$ cat src/rtl/arp_request_parser.sv
// ARP request parser: watches an MII receive stream, validates an Ethernet/ARP
// request addressed to this board and publishes the sender MAC/IP with a
// one-cycle ena pulse once the frame has ended.
module arp_request_parser #(
  parameter bit ACCEPT_BROADCAST = 1'b1
) (
  input  logic        clock,
  input  logic        aclr_n,
  input  logic        rx_dv,
  input  logic [3:0]  rxd,
  input  logic [47:0] BOARD_MAC,
  input  logic [31:0] BOARD_IP,
  input  logic        tx_busy,
  output logic [47:0] PC_MAC,
  output logic [31:0] PC_IP,
  output logic        ena,
  output logic [7:0]  arp_hits
);

  typedef enum logic [2:0] {
    S_IDLE, S_PREAMBLE, S_DATA, S_WAIT_END, S_DROP, S_PUBLISH
  } state_t;

  state_t      state_q, state_d;
  logic [5:0]  cnt_q, cnt_d;
  logic        phase_q, phase_d;
  logic [3:0]  lo_q, lo_d;
  logic        uni_ok_q, uni_ok_d;
  logic        bc_ok_q, bc_ok_d;
  logic [47:0] smac_q, smac_d;
  logic [31:0] sip_q, sip_d;
  logic [47:0] pc_mac_q, pc_mac_d;
  logic [31:0] pc_ip_q, pc_ip_d;
  logic        ena_q, ena_d;
  logic [7:0]  hits_q, hits_d;
  logic        armed_q, armed_d;

  logic [7:0]  rx_byte;
  logic [7:0]  mac_byte;
  logic [7:0]  exp_byte;
  logic        chk;
  logic        in_dmac;
  logic        uni_ok_n, bc_ok_n;
  logic        byte_bad;

  assign rx_byte = {rxd, lo_q};
  assign in_dmac = (cnt_q < 6'd6);

  // Expected value for the byte currently completing (dest MAC and fixed fields)
  always_comb begin
    mac_byte = '0;
    exp_byte = '0;
    chk      = 1'b0;
    case (cnt_q)
      6'd0:  mac_byte = BOARD_MAC[47:40];
      6'd1:  mac_byte = BOARD_MAC[39:32];
      6'd2:  mac_byte = BOARD_MAC[31:24];
      6'd3:  mac_byte = BOARD_MAC[23:16];
      6'd4:  mac_byte = BOARD_MAC[15:8];
      6'd5:  mac_byte = BOARD_MAC[7:0];
      6'd12: begin chk = 1'b1; exp_byte = 8'h08; end
      6'd13: begin chk = 1'b1; exp_byte = 8'h06; end
      6'd14: begin chk = 1'b1; exp_byte = 8'h00; end
      6'd15: begin chk = 1'b1; exp_byte = 8'h01; end
      6'd16: begin chk = 1'b1; exp_byte = 8'h08; end
      6'd17: begin chk = 1'b1; exp_byte = 8'h00; end
      6'd18: begin chk = 1'b1; exp_byte = 8'h06; end
      6'd19: begin chk = 1'b1; exp_byte = 8'h04; end
      6'd20: begin chk = 1'b1; exp_byte = 8'h00; end
      6'd21: begin chk = 1'b1; exp_byte = 8'h01; end
      6'd38: begin chk = 1'b1; exp_byte = BOARD_IP[31:24]; end
      6'd39: begin chk = 1'b1; exp_byte = BOARD_IP[23:16]; end
      6'd40: begin chk = 1'b1; exp_byte = BOARD_IP[15:8]; end
      6'd41: begin chk = 1'b1; exp_byte = BOARD_IP[7:0]; end
      default: ;
    endcase
  end

  // Dest MAC must match entirely as unicast or entirely as broadcast, so each
  // alternative is tracked separately across bytes 0-5.
  always_comb begin
    uni_ok_n = uni_ok_q && (rx_byte == mac_byte);
    bc_ok_n  = bc_ok_q && (rx_byte == 8'hFF) && (ACCEPT_BROADCAST == 1'b1);
    byte_bad = in_dmac ? !(uni_ok_n || bc_ok_n) : (chk && (rx_byte != exp_byte));
  end

  // Next-state and datapath update
  always_comb begin
    state_d  = state_q;
    cnt_d    = cnt_q;
    phase_d  = phase_q;
    lo_d     = lo_q;
    uni_ok_d = uni_ok_q;
    bc_ok_d  = bc_ok_q;
    smac_d   = smac_q;
    sip_d    = sip_q;
    pc_mac_d = pc_mac_q;
    pc_ip_d  = pc_ip_q;
    ena_d    = 1'b0;
    hits_d   = hits_q;
    armed_d  = armed_q | ~rx_dv;

    case (state_q)
      S_IDLE: begin
        // armed_q blocks a frame already in progress when reset released
        if (rx_dv) begin
          if (armed_q && (rxd == 4'h5)) state_d = S_PREAMBLE;
          else                           state_d = S_DROP;
        end
      end
      S_PREAMBLE: begin
        if (!rx_dv) begin
          state_d = S_IDLE;
        end else if (rxd == 4'hD) begin
          state_d  = S_DATA;
          cnt_d    = '0;
          phase_d  = 1'b0;
          uni_ok_d = 1'b1;
          bc_ok_d  = 1'b1;
        end else if (rxd != 4'h5) begin
          state_d = S_DROP;
        end
      end
      S_DATA: begin
        if (!rx_dv) begin
          state_d = S_IDLE;
        end else if (!phase_q) begin
          lo_d    = rxd;
          phase_d = 1'b1;
        end else begin
          phase_d  = 1'b0;
          uni_ok_d = uni_ok_n;
          bc_ok_d  = bc_ok_n;
          if (byte_bad) begin
            state_d = S_DROP;
          end else begin
            if (cnt_q >= 6'd22 && cnt_q <= 6'd27) smac_d = {smac_q[39:0], rx_byte};
            if (cnt_q >= 6'd28 && cnt_q <= 6'd31) sip_d  = {sip_q[23:0], rx_byte};
            if (cnt_q == 6'd41) state_d = S_WAIT_END;
            else                cnt_d   = cnt_q + 6'd1;
          end
        end
      end
      S_WAIT_END: begin
        if (!rx_dv) begin
          if (tx_busy) begin
            state_d = S_IDLE;
          end else begin
            state_d  = S_PUBLISH;
            pc_mac_d = smac_q;
            pc_ip_d  = sip_q;
          end
        end
      end
      S_DROP: begin
        if (!rx_dv) state_d = S_IDLE;
      end
      S_PUBLISH: begin
        ena_d   = 1'b1;
        hits_d  = hits_q + 8'd1;
        state_d = rx_dv ? S_DROP : S_IDLE;
      end
      default: state_d = S_IDLE;
    endcase
  end

  // State and datapath registers, asynchronously cleared
  always_ff @(posedge clock or negedge aclr_n) begin
    if (!aclr_n) begin
      state_q  <= S_IDLE;
      cnt_q    <= '0;
      phase_q  <= 1'b0;
      lo_q     <= '0;
      uni_ok_q <= 1'b0;
      bc_ok_q  <= 1'b0;
      smac_q   <= '0;
      sip_q    <= '0;
      pc_mac_q <= '0;
      pc_ip_q  <= '0;
      ena_q    <= 1'b0;
      hits_q   <= '0;
      armed_q  <= 1'b0;
    end else begin
      state_q  <= state_d;
      cnt_q    <= cnt_d;
      phase_q  <= phase_d;
      lo_q     <= lo_d;
      uni_ok_q <= uni_ok_d;
      bc_ok_q  <= bc_ok_d;
      smac_q   <= smac_d;
      sip_q    <= sip_d;
      pc_mac_q <= pc_mac_d;
      pc_ip_q  <= pc_ip_d;
      ena_q    <= ena_d;
      hits_q   <= hits_d;
      armed_q  <= armed_d;
    end
  end

  assign PC_MAC   = pc_mac_q;
  assign PC_IP    = pc_ip_q;
  assign ena      = ena_q;
  assign arp_hits = hits_q;

endmodule

$ cat config.mk
export PLATFORM = sky130hd
export DESIGN_NAME = arp_request_parser
export DESIGN_NICKNAME = d
export VERILOG_FILES = /design/src/rtl/arp_request_parser.sv
export SDC_FILE = /design/constraint.sdc
export NUM_CORES = 1
export LEC_CHECK = 0
export ABC_AREA = 1
export CORE_ASPECT_RATIO = 0.9
export CORE_UTILIZATION = 56
export CTS_CLUSTER_SIZE = 30
export DETAILED_ROUTE_END_ITERATION = 10
export PLACE_DENSITY = 0.86
export SLEW_MARGIN = 5
export SYNTH_ARGS = -nofsm -noshare
export SYNTH_HDL_FRONTEND = slang
export SYNTH_SLANG_ARGS = --single-unit
$ cat constraint.sdc
create_clock -name clock -period 8.02 [get_ports clock]
set_clock_uncertainty 0.05 [all_clocks]
set_input_delay 2.406 -clock clock [delete_from_list [all_inputs] [get_ports clock]]
set_output_delay 2.406 -clock clock [all_outputs]
set_load 0.005 [all_outputs]
==> impl_metrics.yaml, run 1 <==
global_routing:
  grt_max_degree: 122
  grt_pass1_wl_mm: 34.9
  grt_usage: 0.282
  overflow: 0
  grt_pass1_vias: 7148
  antenna_found_initial: 0
floorplan:
  std_cell_rows: 42
  ioPinCount: 177
  start_util: 0.580
  die_h_um: 120
  die_w_um: 133
  die_area_um2: 15900
  coreArea_um2: 14900
setup_path:
  endpoint_kind: "flop"
  path_cells: "clkdlybuf4s50_1, inv_1, nand2_1, nand2_1, nor2_1, nand3_1, o21bai_2, nand4_4, nor2_4, buf_4, nand2_1, o21ai_1"
  cp.required_ns: 8.32
  cp_max_fo: 52
  r2r_cells: 17
  crit_buf_inv: 3
  worstSetupStartpointType: "input port"
  timing.rr.start: "cnt_q[2]$_DFFE_PN0P_"
  critical_path_class: "in -> reg"
  ff2ff_setup_slack_ns: 3.72
  r2r_end: "smac_q[26]$_DFFE_PN0P_"
  slowest_delay_ns: 0.84
  cp.arrival_ns: 5.81
  cpMostUsedCell: "nand2_1"
  cp_top_family: "simple AND/OR/NAND/NOR gates"
  slowest_stage: "nor2_4"
synth:
  synthesis.nets: 1149
  synth_common_cells: "301 x nand2_1, 186 x dfrtp_1, 137 x o21ai_0, 135 x inv_1, 52 x nor2_1"
  post-synth-top-count-cell: "nand2_1"
  synthArstFlopShare: 1.00
  synthFlopType: "dfrtp_1"
  ys_warn_count: 0
  ys_seq_area_frac: 0.539
  synth_top_area_frac: 0.539
  synthCells: 1055
  synth_largest_area_cell: "dfrtp_1"
  synth_edf_count: 0
  yosys-top-cells-area: "dfrtp_1 54%, nand2_1 13%, o21ai_0 7.9%"
  syn-cell-area_um2: 8630
  synthDistinctLibCells: 33
  ys_ff_latch: 186
  avgSynthCellArea_um2: 8.18
clock_tree:
  cts_hold_buf: 0
  cts_setup_buffers: 0
  clk_path_buf_depth: 2
  cts_buffers: 17
  clk_latency_ns: 0.42
  cts.sink_count: 186
  clk_pin_slew_worst_paths_ns: 0.06
  cts_tree: "built"
  root_buffer: "clkbuf_16"
  ctsResizeCount: 0
  ctsHtreeMaxLevel: 4
power_and_ir_drop:
  p_sw_frac: 0.231
  ir_drop_mv: 0.160
  p_leak_nw: 5.22
  comb_power_share: 0.091
  powerDensity_nw_per_um2: 178
  power_mw: 1.95
  p_int_mw: 1.50
  power_frac_clock: 0.414
  pwr-share-seq: 0.495
  p_sw_mw: 0.451
placement:
  dp_hpwl_mm: 14.5
  pre_cts_slack_ns: 2.19
  gp_congestion: 0.923
  dp.cells: 1383
  io_buffers: 176
final_layout:
  fin_util: 0.738
  nNetsFinal: 1298
  drive_above_1_share: 0.0452
  stdcell_count: 1415
  area_growth_pct: 27.2
  insertedDiodeCount: 0
route:
  drtIter0Drc: 620
  met2_length_mm: 10.4
  wl_met3_mm: 1.41
  first_pass_iters: 5
  viasPerCell: 5.35
  highest_layer: "met4"
  met1_length_mm: 8.76
  num_vias: 7568
  route.detailed.drc: 0
  post_drt_wl_per_cell_um: 14.8
  antenna_left: 0
  wirelength_mm: 20.9
sta:
  setup_viol: 0
  fmax_mhz: 181
  slew_headroom: 0.213
  fin_crit_ns: 5.51
  rsz0062_at_grt: "no"
  timing.final.ws_setup_ns: 2.51
  hold_viol: 0
  fin_crit_sh: 0.687
  setup_tns_ns: 0
  tightest_slew_ns: 1.18
  report.final.slew_viol_count: 0
hold_path:
  min_from: "arp_hits[7]$_DFFE_PN0P_"
  min_to: "arp_hits[7]$_DFFE_PN0P_"
  hold_depth: 1
  hp-class: "reg -> reg"
run:
  drv_cap: 0
run_status:
  status: "complete, no violations"
==> through the flow <==
stage          hold WS, ns  instance area, µm²
6_report             0.423               11000
5_1_grt              0.441               11000
4_1_cts              0.426               11000
3_5_place_dp         0.421               10400
3_3_place_gp         0.408               10400
2_1_floorplan        0.403                8630
==> worst max-delay path by stage <==
stage | slack [ns] | endpoint | from | depth (start not counted)
4_1_cts | 2.61 | smac_q[26]$_DFFE_PN0P_ | rxd[0] | 12
3_5_place_dp | 2.19 | smac_q[25]$_DFFE_PN0P_ | rxd[0] | 12
3_3_place_gp | 2.26 | smac_q[26]$_DFFE_PN0P_ | rxd[0] | 12
2_1_floorplan | 4.04 | smac_q[5]$_DFFE_PN0P_ | rxd[1] | 12
5_1_grt | 2.27 | smac_q[36]$_DFFE_PN0P_ | rxd[0] | 11
6_report | 2.51 | smac_q[26]$_DFFE_PN0P_ | rxd[0] | 12
==> final cells by class <==
cell class,instances,area [µm²]
fill,1129,3890
tap,198,248
timing repair buffer,180,1800
clock buffer,23,458
clock inverter,9,114
inverter,141,529
multi-input combinational,678,3180
sequential,186,4650
==> cells in the final DEF, fill, tap and decap left out, drive strengths merged, types with 4 or more instances in the layout <==
cell and instances:
o21ai 185, nand2 302, clkbuf 24, xor2 6, buf 4, clkdlybuf4s50 175
inv 143, nor3 11, dfrtp 186, ha 6, nand3 46, a21oi 13
nand4 27, nor2 63
==> registers in the layout (all words and copies together) (netlist names) <==
name,flops
state_q,3
smac_q,48
phase_q,1
PC_IP,32
cnt_q,6
uni_ok_q,1
arp_hits,8
bc_ok_q,1
lo_q,4
sip_q,32
ena,1
PC_MAC,48
armed_q,1
==> metal layers <==
layer | vias up | global-route usage
met2 | 326 | 0.462
met5 | - | 0
li1 | 3663 | -
met3 | 42 | 0.0646
met4 | 0 | 0.0927
met1 | 3537 | 0.371
==> worst register-to-register path, stage by stage (launching register included) <==
cell     delay (ns)
dfrtp_1        0.53
inv_2          0.10
nor2_2         0.43
nand3_1        0.34
inv_1          0.29
nand2_1        0.08
nand2_1        0.06
nor2_1         0.07
xor2_1         0.15
nand2_1        0.07
nor2_1         0.10
nand2_1        0.06
nand2_1        0.14
nand4_4        0.16
nor2_4         0.84
buf_4          0.54
nand2_1        0.12
o21ai_1        0.10
==> logic make-up (layout without fill, tap and decap cells) <==
group           count (synthesis)  in the layout  share of synthesized area
xor+xnor                        9              9                    0.00913
compound gates                206            206                      0.122
simple gates                  457            457                      0.227
flops                         186            186                      0.539
fa+ha+maj                       6              6                    0.00870
buf+inv                       191            353                     0.0938
==> power groups by stage <==
stage,clock [mW],combinational (mW),sequential (mW)
2_1_floorplan,0,0.0845,0.978
3_5_place_dp,0,0.174,0.982
5_1_grt,0.860,0.198,0.967
3_3_place_gp,0,0.171,0.982
4_1_cts,0.818,0.178,0.965
6_report,0.807,0.178,0.965
(Power assumes the default switching activity.)
==> run 2: changes to the inputs <==
Settings changed: CORE_UTILIZATION 56 to 47, PLACE_DENSITY 0.86 to 0.77.
Clock period 8.02 ns to 4.85 ns, I/O delays scaled along.
==> run 2 against run 1 <==
Die area grew 19%. Highest routed layer unchanged. First-iteration DRC count shrank 32%. Clock power grew 78%. Largest power group unchanged.
==> impl_metrics.yaml, run 2 (synthesized netlist as in run 1, its figures left out) <==
run_status:
  status: "complete, no violations"
final_layout:
  multiInputGateArea_um2: 3180
  area_growth_pct: 29.4
  regArea_um2: 4650
  layout.cells.most_common: "nand2_1"
  insertedDiodeCount: 0
  fillers: 1519
  nNetsFinal: 1304
  drive_above_1_share: 0.0531
  layout_common_cells: "301 x nand2_1, 186 x dfrtp_1, 175 x clkdlybuf4s50_1"
global_routing:
  grt_max_degree: 111
  grt_pass1_vias: 6846
  overflow: 0
  grt_pass1_wl_mm: 34.1
  antenna_found_initial: 0
  grt_usage: 0.236
power_and_ir_drop:
  power_mw: 3.33
  p_leak_nw: 5.29
  ir_drop_mv: 0.201
  powerDensity_nw_per_um2: 298
clock_tree:
  clk_path_buf_depth: 2
  ctsHtreeMaxLevel: 4
  clk_latency_ns: 0.43
  clk_pin_slew_worst_paths_ns: 0.07
  cts_buffers: 17
  ctsResizeCount: 0
  cts_setup_buffers: 0
  cts.sink_count: 186
  root_buffer: "clkbuf_16"
  cts_tree: "built"
  cts_hold_buf: 0
setup_path:
  endpoint_kind: "flop"
  worstSetupStartpointType: "input port"
  cp.arrival_ns: 4.17
  cp_max_fo: 64
  critical_path_class: "in -> reg"
  cp.required_ns: 5.14
route:
  antenna_left: 0
  viasPerCell: 5.05
  drtIter0Drc: 421
  post_drt_wl_per_cell_um: 14.4
  first_pass_iters: 7
  wirelength_mm: 21.1
  route.detailed.drc: 0
  num_vias: 7381
sta:
  fmax_mhz: 257
  report.final.slew_viol_count: 0
  fin_crit_sh: 0.801
  fin_crit_ns: 3.89
  setup_tns_ns: 0
  hold_viol: 0
  setup_viol: 0
  tightest_slew_ns: 0.909
  rsz0062_at_grt: "no"
  slew_headroom: 0.391
floorplan:
  die_w_um: 145
  start_util: 0.485
  die_h_um: 131
  coreArea_um2: 17800
  std_cell_rows: 46
  ioPinCount: 177
  die_area_um2: 18900
placement:
  io_buffers: 176
  gp_congestion: 0.944
  dp_hpwl_mm: 15.2
run:
  drv_cap: 0
hold_path:
  hp-class: "reg -> reg"
-- run 2: changes by cell type in the layout (fill, tap and decap cells not counted) --
cell / before / now
buf_12: 0 / 3
bufinv_16: 2 / 3
clkbuf_8: 2 / 3
clkinv_4: 1 / 2
clkbuf_1: 5 / 2
clkinv_2: 1 / 0
nor3_1: 11 / 10
inv_8: 0 / 2
nor3_2: 0 / 1
inv_6: 2 / 1
buf_4: 4 / 7
-- run 2: per-layer routing --
metal / track usage / wire (µm) / up-vias
li1: - / - / 3677
met1: 0.312 / 9590 / 3405
met2: 0.376 / 9750 / 259
met3: 0.0539 / 1240 / 40
met4: 0.101 / 539 / 0
met5: 0 / 0 / -
-- run 2: through the flow --
stage	cell area, µm²	hold WS, ns	worst slack (ns)	util	std cells
finish	11200	0.429	0.964	0.628	1463
global route	11200	0.437	0.789	0.628	1463
CTS	11200	0.432	1.02	0.628	1463
detailed placement	10500	0.415	0.603	0.593	1431
global placement	10500	0.409	0.691	0.593	1431
floorplan	8630	0.403	1.82	-	1055
-- run 2: final cells by class --
| type | count | area share |
|---|---|---|
| clock buffers | 21 | 0.0412 |
| clock inverters | 11 | 0.0145 |
| inverters | 141 | 0.0474 |
| multi-input cells | 678 | 0.285 |
| flip-flops and latches | 186 | 0.417 |
| well taps | 240 | 0.0269 |
| repair buffers | 186 | 0.168 |
-- run 2: where the power goes --
part | total (mW) | switching [mW] | internal, mW
Clock | 1.44 | 0.587 | 0.849
Sequential | 1.60 | 0.0281 | 1.57
Combinational | 0.295 | 0.160 | 0.134
-- run 2: path summary, 6_finish.rpt --
| kind | slack (ns) | endpoint | start | cells after the start |
|---|---|---|---|---|
| max | 0.96 | sip_q[16]$_DFFE_PN0P_ | rxd[0] | 12 |
| min | 0.43 | arp_hits[7]$_DFFE_PN0P_ | arp_hits[7]$_DFFE_PN0P_ | 1 |
| max reg2reg | 1.23 | sip_q[16]$_DFFE_PN0P_ | cnt_q[0]$_DFFE_PN0P_ | 17 |
| min reg2reg | 0.43 | arp_hits[7]$_DFFE_PN0P_ | arp_hits[7]$_DFFE_PN0P_ | 1 |
| max in group asynchronous | 2.81 | PC_MAC[0]$_DFFE_PN0P_ | aclr_n | 2 |
| min in group asynchronous | 1.06 | PC_IP[21]$_DFFE_PN0P_ | aclr_n | 1 |
-- run 2: worst max-delay path, cell delays in order --
cell             delay, ns
clkdlybuf4s50_1       0.75
inv_1                 0.28
nand2_1               0.13
nand2_1               0.07
nor2_1                0.14
nand3_1               0.13
o21bai_2              0.23
nand4_4               0.17
nor2_4                0.12
buf_4                 0.46
nand2_1               0.13
o21ai_0               0.11
==> run 3: changes to the inputs <==
Settings changed: CORE_UTILIZATION 47 to 52, PLACE_DENSITY 0.77 to 0.81.
Clock period 4.85 ns to 3.95 ns, I/O delays scaled along.
==> run 3 against run 2 <==
Flip-flop and latch count stayed put. Total power increased by 19%. Largest cell class unchanged. Routed wire length rose by 0.77%. Non-clock buffer count grew 2. Clock-buffer cell count is 1 higher. Final cell count is 2.2% lower. Register-to-register slack worse by 0.84 ns. Setup slack worse by 0.57 ns. Core utilization grew 5.9 points. First-iteration DRC count rose by 43%. Die area fell by 9.5%. Worst hold slack worse by 0.0089 ns.
==> impl_metrics.yaml, run 3 (synthesized netlist as in run 1, its figures left out) <==
sta:
  setup_viol: 0
  fmax_mhz: 281
  holdWs_ns: 0.420
  hold_viol: 0
  report.final.slew_viol_count: 0
  rsz0062_at_grt: "no"
  fin_crit_ns: 3.56
  fin_crit_sh: 0.901
  tightest_slew_ns: 0.715
  setup_tns_ns: 0
  slew_headroom: 0.523
  timing.final.ws_setup_ns: 0.391
power_and_ir_drop:
  p_sw_frac: 0.236
  power_frac_clock: 0.413
  p_int_mw: 3.03
  p_sw_mw: 0.935
  ir_drop_mv: 0.280
  pwr-share-seq: 0.495
  comb_power_share: 0.092
  powerDensity_nw_per_um2: 357
  p_leak_nw: 5.29
run_status:
  status: "complete, no violations"
clock_tree:
  cts_setup_buffers: 0
  cts_tree: "built"
  cts_hold_buf: 0
  cts_buffers: 17
  clk_latency_ns: 0.43
  ctsResizeCount: 0
  clk_path_buf_depth: 2
  ctsHtreeMaxLevel: 4
  cts.sink_count: 186
  root_buffer: "clkbuf_16"
  clk_pin_slew_worst_paths_ns: 0.06
global_routing:
  grt_pass1_wl_mm: 34.6
  grt_max_degree: 97
  overflow: 0
  grt_usage: 0.261
  antenna_found_initial: 0
  grt_pass1_vias: 7016
final_layout:
  insertedDiodeCount: 0
  layout_common_cells: "301 x nand2_1, 186 x dfrtp_1, 175 x clkdlybuf4s50_1"
  layout.cells.most_common: "nand2_1"
  nNetsFinal: 1306
  fillers: 1287
  fin_area_um2: 11100
  drive_above_1_share: 0.0539
  area_growth_pct: 28.8
  regArea_um2: 4650
  multiInputGateArea_um2: 3180
  fin_util: 0.687
setup_path:
  cp.required_ns: 4.25
  cp_max_fo: 96
  cp.arrival_ns: 3.86
  worstSetupStartpointType: "flop"
  timing.rr.start: "cnt_q[0]$_DFFE_PN0P_"
  startpoint: "cnt_q[0]$_DFFE_PN0P_"
  critical_path_class: "reg -> reg"
  endpoint_kind: "flop"
route:
  first_pass_iters: 5
  antenna_left: 0
  wirelength_mm: 21.3
  drtIter0Drc: 601
  num_vias: 7541
  post_drt_wl_per_cell_um: 14.9
  viasPerCell: 5.27
  route.detailed.drc: 0
hold_path:
  min_from: "arp_hits[7]$_DFFE_PN0P_"
  hp-class: "reg -> reg"
floorplan:
  die_h_um: 124
  coreArea_um2: 16200
  std_cell_rows: 44
  die_w_um: 138
  die_area_um2: 17100
  ioPinCount: 177
  start_util: 0.533
placement:
  place_area_um2: 10500
  dp_hpwl_mm: 15.2
  io_buffers: 176
  gp_congestion: 0.958
  pre_cts_slack_ns: 0.294
run:
  drv_cap: 0
-- run 3: cell count changes in the layout (fill, tap and decap cells not counted), sizes merged --
cell,change
bufinv,-2
buf,+2
inv,-1
clkbuf,+1
clkinv,+1
-- run 3: final cells by class --
class,instances,share of cell area
well taps,207,0.0233
inverters,141,0.0476
clock inverters,9,0.00799
clock buffers,22,0.0436
flip-flops and latches,186,0.419
multi-input cells,678,0.286
repair buffers,188,0.173
-- run 3: layer usage --
metal	GRT usage	part of all wire	up-vias
li1	-	-	3665
met1	0.351	0.43	3514
met2	0.411	0.47	306
met3	0.0580	0.068	56
met4	0.0972	0.029	0
met5	0	0	-
-- run 3: worst paths after layout --
kind	to	cells past startpoint	slack (ns)
setup / recovery	smac_q[10]$_DFFE_PN0P_	17	0.39
hold / removal	arp_hits[7]$_DFFE_PN0P_	1	0.42
hold reg to reg	arp_hits[7]$_DFFE_PN0P_	1	0.42
setup reg to reg	smac_q[10]$_DFFE_PN0P_	17	0.39
max in group asynchronous	PC_MAC[5]$_DFFE_PN0P_	2	2.31
min in group asynchronous	PC_IP[16]$_DFFE_PN0P_	1	0.76
-- run 3: per-stage QoR --
| step | std cells | power [mW] |
|---|---|---|
| finish | 1431 | 3.96 |
| global placement | 1400 | 2.35 |
| global route | 1431 | 4.11 |
| floorplan | 1055 | 2.16 |
| CTS | 1431 | 3.98 |
| detailed placement | 1400 | 2.36 |
-- run 3: critical path: stages (launching register included) --
cell and delay (ns):
dfrtp_1 0.47, inv_1 0.13, ha_1 0.42, nand3_1 0.24, nor2_2 0.41, a21oi_1 0.22, nand2_1 0.11, nand2_1 0.05
nand2_1 0.06, nand2_1 0.08, nor2_1 0.11, nand2_1 0.05, nand2_1 0.14, nand4_4 0.16, nor2_4 0.14, buf_12 0.31
nand2_1 0.13, o21ai_1 0.11
-- run 3: power by group through the flow --
stage	registers (mW)	clock network [mW]	logic (mW)
detailed placement	2.00	0	0.365
finish	1.96	1.64	0.365
global route	1.96	1.74	0.410
floorplan	1.99	0	0.171
CTS	1.96	1.66	0.366
global placement	1.99	0	0.359
